`src/rtl/bsg_manycore_cache_req_merge.sv`:
```
// rtl/bsg_manycore_cache_req_merge.sv - two-port request merger in front of one bsg_cache bank
//
// Merges two link-to-cache adapters onto a single cache bank. Packets are
// arbitrated round-robin. The port that owns the request in the tag-lookup
// (tl) and tag-verify (tv) stages is tracked so that v_we and responses go
// back to the owning port only. All paths are combinational (0 cycles).
//
// Optional build macro: BSG_MANYCORE_CACHE_MERGE_BURST_LOCK_EN keeps up to
// burst_len_p consecutive grants on one port (icache word bursts).
//
// Ports:
//   clk_i, reset_n_i        clock, asynchronous active-low reset
//   cache_pkt_i / v_i       upstream packets and valids (port p at slice p)
//   yumi_o                  upstream packet accepted, per port
//   data_o / v_o / yumi_i   response data (both slices = cache_data_i), valid, accept
//   v_we_o                  tl->tv advance, routed to the tl owner
//   cache_pkt_o / cache_v_o / cache_yumi_i        packet to cache
//   cache_data_i / cache_v_i / cache_yumi_o       response from cache
//   cache_v_we_i            cache tl->tv advance
module bsg_manycore_cache_req_merge #(
  parameter int cache_pkt_width_p = 64,
  parameter int data_width_p      = 32,
  parameter int burst_len_p       = 4
) (
  input  logic                           clk_i,
  input  logic                           reset_n_i,
  input  logic [2*cache_pkt_width_p-1:0] cache_pkt_i,
  input  logic [1:0]                     v_i,
  output logic [1:0]                     yumi_o,
  output logic [2*data_width_p-1:0]      data_o,
  output logic [1:0]                     v_o,
  input  logic [1:0]                     yumi_i,
  output logic [1:0]                     v_we_o,
  output logic [cache_pkt_width_p-1:0]   cache_pkt_o,
  output logic                           cache_v_o,
  input  logic                           cache_yumi_i,
  input  logic [data_width_p-1:0]        cache_data_i,
  input  logic                           cache_v_i,
  output logic                           cache_yumi_o,
  input  logic                           cache_v_we_i
);

  logic rr_last_r;
  logic tl_v_r, tl_id_r;
  logic tv_v_r, tv_id_r;
  logic grant;
  logic accept;
  logic lock;

`ifdef BSG_MANYCORE_CACHE_MERGE_BURST_LOCK_EN
  localparam int cnt_w = (burst_len_p > 1) ? $clog2(burst_len_p) : 1;
  localparam logic [cnt_w-1:0] cnt_max = cnt_w'(burst_len_p - 1);

  logic [cnt_w-1:0] burst_cnt_r;
  // lock_v_r marks that rr_last_r is the port of a live burst (not just the
  // reset value), so the first grant after reset is plain round-robin.
  logic             lock_v_r;

  assign lock = lock_v_r & v_i[rr_last_r] & (burst_cnt_r < cnt_max);

  always_ff @(posedge clk_i or negedge reset_n_i) begin
    if (!reset_n_i) begin
      burst_cnt_r <= '0;
      lock_v_r    <= 1'b0;
    end else if (accept) begin
      if (lock_v_r && (grant == rr_last_r)) begin
        if (burst_cnt_r != cnt_max) burst_cnt_r <= burst_cnt_r + 1'b1;
      end else begin
        burst_cnt_r <= '0;
      end
      lock_v_r <= 1'b1;
    end else if (!v_i[rr_last_r]) begin
      // the burst owner dropped valid: the burst is over
      burst_cnt_r <= '0;
      lock_v_r    <= 1'b0;
    end
  end
`else
  assign lock = 1'b0;
`endif

  // Grant only moves on acceptance or a change in v_i, so cache_pkt_o is
  // stable while the cache stalls.
  always_comb begin
    grant = v_i[1];
    if (lock)               grant = rr_last_r;
    else if (v_i == 2'b11)  grant = ~rr_last_r;
  end

  assign cache_v_o   = reset_n_i & (|v_i);
  assign cache_pkt_o = grant ? cache_pkt_i[cache_pkt_width_p +: cache_pkt_width_p]
                             : cache_pkt_i[0 +: cache_pkt_width_p];
  assign accept      = cache_v_o & cache_yumi_i;
  assign yumi_o      = accept ? (grant ? 2'b10 : 2'b01) : 2'b00;

  assign v_we_o       = (reset_n_i & cache_v_we_i) ? (tl_id_r ? 2'b10 : 2'b01) : 2'b00;
  assign v_o          = (reset_n_i & cache_v_i & tv_v_r) ? (tv_id_r ? 2'b10 : 2'b01) : 2'b00;
  assign cache_yumi_o = reset_n_i & cache_v_i & yumi_i[tv_id_r];
  assign data_o       = {2{cache_data_i}};

  // tl->tv shift reads the old tl_id_r; a same-cycle grant then reloads tl.
  always_ff @(posedge clk_i or negedge reset_n_i) begin
    if (!reset_n_i) begin
      rr_last_r <= 1'b1;
      tl_v_r    <= 1'b0;
      tl_id_r   <= 1'b0;
      tv_v_r    <= 1'b0;
      tv_id_r   <= 1'b0;
    end else begin
      if (cache_v_we_i) begin
        tv_v_r  <= tl_v_r;
        tv_id_r <= tl_id_r;
      end else if (cache_yumi_o) begin
        tv_v_r  <= 1'b0;
      end

      if (accept) begin
        rr_last_r <= grant;
        tl_id_r   <= grant;
        tl_v_r    <= 1'b1;
      end else if (cache_v_we_i) begin
        tl_v_r    <= 1'b0;
      end
    end
  end

`ifndef SYNTHESIS
  always @(posedge clk_i) begin
    if (reset_n_i) begin
      if (cache_v_we_i && !tl_v_r) $error("cache_v_we_i with empty tl stage");
      if (cache_v_i && !tv_v_r)    $error("cache_v_i with empty tv stage");
    end
  end
`endif

endmodule

```
`config.mk`:
```
export PLATFORM = sky130hd
export DESIGN_NAME = bsg_manycore_cache_req_merge
export DESIGN_NICKNAME = d
export VERILOG_FILES = /design/src/rtl/bsg_manycore_cache_req_merge.sv
export SDC_FILE = /design/constraint.sdc
export NUM_CORES = 1
export LEC_CHECK = 0
export BUFFER_PORTS_ARGS = -buffer_cell sky130_fd_sc_hd__buf_2
export CORE_AREA = 10 10 109 111
export DETAILED_ROUTE_END_ITERATION = 10
export DIE_AREA = 0 0 119 121
export GPL_TIMING_DRIVEN = 0
export PLACE_DENSITY_LB_ADDON = 0.3
export SETUP_SLACK_MARGIN = 0.2
export SLEW_MARGIN = 5
export SYNTH_ARGS = -nofsm -noshare
export SYNTH_HDL_FRONTEND = slang
export SYNTH_SLANG_ARGS = --single-unit
```
`constraint.sdc`:
```
create_clock -name clk_i -period 1.6 [get_ports clk_i]
set_input_delay 0.24 -clock clk_i [delete_from_list [all_inputs] [get_ports clk_i]]
set_output_delay 0.24 -clock clk_i [all_outputs]
set_load 0.03 [all_outputs]
```
After elaboration in Yosys (flattened, before gate mapping)
Cells that the tools add are included.
{"block": "totals", "register_bits": 5, "latch_bits": 0, "ram_bits": 0, "mem_bits_ro": 0, "in_bits": 169, "output_inout_bits": 136, "elab_cells": 31, "n_memories": 0}
{"block": "op_classes", "addsub": 0, "multipliers": 0, "div_mod_pow": 0, "order_cmp": 1, "eq_ne": 1, "shift": 0, "n_mux": 14, "bitwise": 7, "n_reduce_logical": 3}
{"operator": "$mux W64", "count": 1}
{"operator": "$mux W2", "count": 6}
{"operator": "$mux W1", "count": 7}
{"operator": "$and A1 B1 Y1", "count": 6}
{"operator": "$reduce_bool A2 Y1", "count": 2}
{"operator": "$eq A2 B2 Y1 const B", "count": 1}
{"operator": "$lt A1 B2 Y1 const B", "count": 1}
{"operator": "$reduce_or A2 Y1", "count": 1}
{"operator": "$not A1 Y1", "count": 1}

Logic depth before layout (Yosys ltp)
{"block": "logic_depth", "ltp_word": 5, "mapped_depth": 4, "mapped_depth_nobuf": 2}

Worst setup path after synthesis
Ideal clock, no wire load.
{"block": "synth_path", "path_kind": "flip-flop to output port", "from": "register rr_last_r", "to": "output cache_pkt_o[47]", "t_arrival_ns": 1.306, "required_time_ns": 1.360, "slack_ns": 0.054, "stages_incl_launch_ff": 5, "path_buffers": 2, "path_cell_list": "dfstp_2 > a21boi_4 > buf_6 > buf_6 > mux2_1"}
{"block": "synth_via", "elab_chain_len": 3}
{"item": "from (decl)", "line_no": "43", "rtl": "logic rr_last_r;"}
{"item": "from (signal assigned)", "line_no": "118", "rtl": "rr_last_r <= grant;"}
{"item": "$not A1 Y1", "line_no": "87", "rtl": "else if (v_i == 2'b11) grant = ~rr_last_r;"}
{"item": "$mux W1", "line_no": "87"}
{"item": "$mux W64", "line_no": "91", "rtl": "assign cache_pkt_o = grant ? cache_pkt_i[cache_pkt_width_p +: cache_pkt_width_p]"}
{"item": "to (decl)", "line_no": "34", "rtl": "output logic [cache_pkt_width_p-1:0] cache_pkt_o,"}
No other way between the ends.

Worst setup path after layout
{"block": "layout_path", "from": "register rr_last_r", "to": "output cache_pkt_o[48]"}
The elaborated chain is that of the path after synthesis.

==> impl_metrics.csv <==
group,metric,value,unit
timing,final_max_slew_viol_count,0,
setup_path,reg2reg_depth,6,
placement,dp_cells,568,
setup_path,criticalPathCategory,"register to output pin",
routing,ant_nets,0,
setup_path,crit_top_cell,"buf_6",
timing,tns,-13590,ps
timing,worst_pin_slew,536,ps
floorplanning,num_rows,36,
yosys,synth_warnings,0,
clocking,clockRootBuffer,"clkbuf_8",
timing,setup_slack,-228,ps
timing,clock.fmax,0.547,GHz
clocking,clk_pin_slew,40,ps
min_path,hold_class,"primary input to async pin",
yosys,netlist_instances,163,
routing,drc,0,
placement,routabilityCongestion,0.765,
clocking,clock_path_buffers,2,
timing,rsz0062_at_grt,"true",
setup_path,crit_cells,5,
floorplanning,fp.dieW,119,um
setup_path,slowest_stage,"dfstp_2",
timing,clock-skew-final,2.01,ps
setup_path,rr_startpoint,"rr_last_r",
routing,viasPerCell,3.92,
floorplanning,start_util,16.0,%
setup_path,critPathMaxFanout,6,
yosys,yosys-top-cells-area,"mux2_2 (37%), buf_4 (33%), mux2_1 (12%), dfrtp_1 (6.5%), buf_6 (2.2%)",
global_routing,grt_pass1_vias,2615,
power,p_switching,0.00108,W
layout,fin_nets,623,
power,sw_frac_of_total,44.1,%
layout,antenna_cells,0,
timing,period_share,114,%
layout,layout-drive-gt1-share,94.9,%
setup_path,rrSetupSlack,90,ps
yosys,syn_avg_cell_area,9.46,sq um
yosys,yosys-top-cells-count,"buf_4 (68), mux2_2 (51), mux2_1 (16)",
setup_path,crit_family,"flip-flops",
routing,wire_per_inst,18.9,um
setup_path,cp.arrival,1590,ps
clocking,htreeDepth,1,
floorplanning,dieHeight,121,um
yosys,async_flop_share,100,%
setup_path,endpoint,"cache_pkt_o[48]",
setup_path,crit_buf_inv,3,
power,p_comb_share,83.1,%
global_routing,grt.overflow.total,0,
clocking,clock_latency,220,ps
yosys,syn-num-nets,332,
power,p_leak,2.35,nW
floorplanning,dieArea,14400,sq um
global_routing,gr-usage-all-layers,12.7,%
power,p_seq_share,7.2,%
setup_path,path_cells,"a21boi_4 > buf_6 > clkbuf_16 > mux2_4 > buf_6",
yosys,yosysSeqAreaShare,8.19,%
setup_path,cp-end-kind,"output pin",
power,p_int,0.00137,W
power,p_clk_share,9.7,%
layout,syn_to_final_growth,162,%
setup_path,start_kind,"register",
clocking,tritoncts,"done",
power,p_per_area,603,nW/um^2
yosys,synth_edf_count,0,
global_routing,grt_max_degree,11,
global_routing,grt_antenna_before_repair,0,
layout,final_cells,586,
clocking,clock_sinks,5,
floorplanning,core_area,9640,sq um
placement,io_buffer_count,272,
setup_path,crit_required,1360,ps
timing,slew_headroom,64.1,%
yosys,synth_top_cell_area_share,37.2,%
yosys,netlist_area,1540,sq um
yosys,ys.flop_type,"dfrtp_1",
power,irDropWorstVdd,244,uV
run,cap_violations,0,
routing,wirelength,11.1,mm
yosys,post-synth-top-count-cell,"buf_4",
yosys,ys_types,17,
timing,finalSetupViolCount,66,
placement,hpwl,8.94,mm
timing,hold_viol_final,0,
outcome,failed_checks,"setup timing",
clocking,cts_buffers,3,
yosys,ys_ff_latch,5,
setup_path,cpPeakStageDelay,540,ps
timing,fin_crit,1830,ps
global_routing,grt_pass1_wl,15.0,mm
yosys,synth.largest_area_cell,"mux2_2",
routing,drtPass1Iterations,4,
floorplanning,io_pins,305,
routing,vias,2298,
outcome,status,"finished with violations",
routing,drtIter0Drc,54,
setup_path,crit_path_start,"rr_last_r",
setup_path,worstReg2RegEnd,"tl_id_r",
-- flip-flops by register name, summed over array words and instances (netlist names) --
| register | cells |
|---|---|
| tl_v_r | 1 |
| tv_v_r | 1 |
| rr_last_r | 1 |
| tl_id_r | 1 |
| tv_id_r | 1 |
-- kinds of logic after synthesis --
family                 after synthesis  synth area share, %
buffers and inverters               73                 35.8
multiplexers                        68                 49.6
AND/OR/NAND/NOR                     11                 3.08
AO/OA/AOI/OAI                        6                 3.41
flip-flops                           5                 8.19
-- per-layer routing --
layer  wire length [um]  global-route usage (%)  part of all wire (%)
met1               3320                    11.0                    30
met5                  0                       0                     0
met2               6080                    24.8                    55
met4                 86                    2.14                  0.78
met3               1580                    7.72                    14
-- placed cells by master, fill, tap and decap left out, types with 2 or more instances in the layout --
| master | n |
|---|---|
| inv_1 | 2 |
| clkbuf_16 | 5 |
| nor2_1 | 4 |
| mux2_2 | 4 |
| buf_4 | 65 |
| buf_2 | 206 |
| buf_12 | 2 |
| mux2_4 | 63 |
| nand2_1 | 3 |
| clkbuf_8 | 3 |
| buf_8 | 4 |
| o21ai_0 | 2 |
| buf_6 | 74 |
| dfrtp_1 | 4 |
-- area by class of cell --
type	instances	area, sq um
Tap cell	133	166
Clock buffer	4	45.0
Buffer	71	592
Multi-Input combinational cell	85	1110
Sequential cell	5	126
Inverter	2	7.51
Fill cell	963	5590
Timing Repair Buffer	286	2000
-- worst min-delay path by stage --
stage / cells past startpoint / endpoint / slack (ps)
5_1_grt: 1 / rr_last_r / 30
4_1_cts: 1 / rr_last_r / 20
2_1_floorplan: 0 / tl_id_r / -60
3_3_place_gp: 1 / tv_id_r / 100
3_5_place_dp: 1 / tv_v_r / 100
6_report: 1 / rr_last_r / 20
-- per-stage QoR --
step	utilization, %	hold WS (ps)	total power [W]	area (sq um)	worst slack [ps]
6_report	42.0	23.3	0.00244	4050	-228
5_1_grt	42.0	32.7	0.00256	4050	-285
4_1_cts	37.7	16.3	0.00221	3630	-275
3_5_place_dp	32.0	96.9	0.00167	3090	-206
3_3_place_gp	32.0	95.7	0.00166	3090	-200
2_1_floorplan	-	-55.6	0.00121	1560	118
-- what timing repair did --
item,4_1_cts,5_1_grt
endpoints found under the setup margin,66,68
resized for setup,133,94
pin swaps,3,1
hold endpoints to repair,4,0
gates cloned,0,5
buffers inserted,7,1
hold buffers,1,0
-- power groups by stage --
stage	registers, W	clock network [W]	logic [W]
2_1_floorplan	0.000170	0	0.00104
3_3_place_gp	0.000174	0	0.00149
3_5_place_dp	0.000177	0	0.00150
4_1_cts	0.000176	0.000247	0.00178
5_1_grt	0.000179	0.000256	0.00213
6_report	0.000175	0.000237	0.00203
-- worst register-to-register path: stages (launching register included) --
cell and delay [ps]:
dfstp_2 540, a21boi_4 70, buf_6 150, buf_8 150
buf_6 120, buf_6 110, mux2_4 250
(Power assumes the default switching activity.)
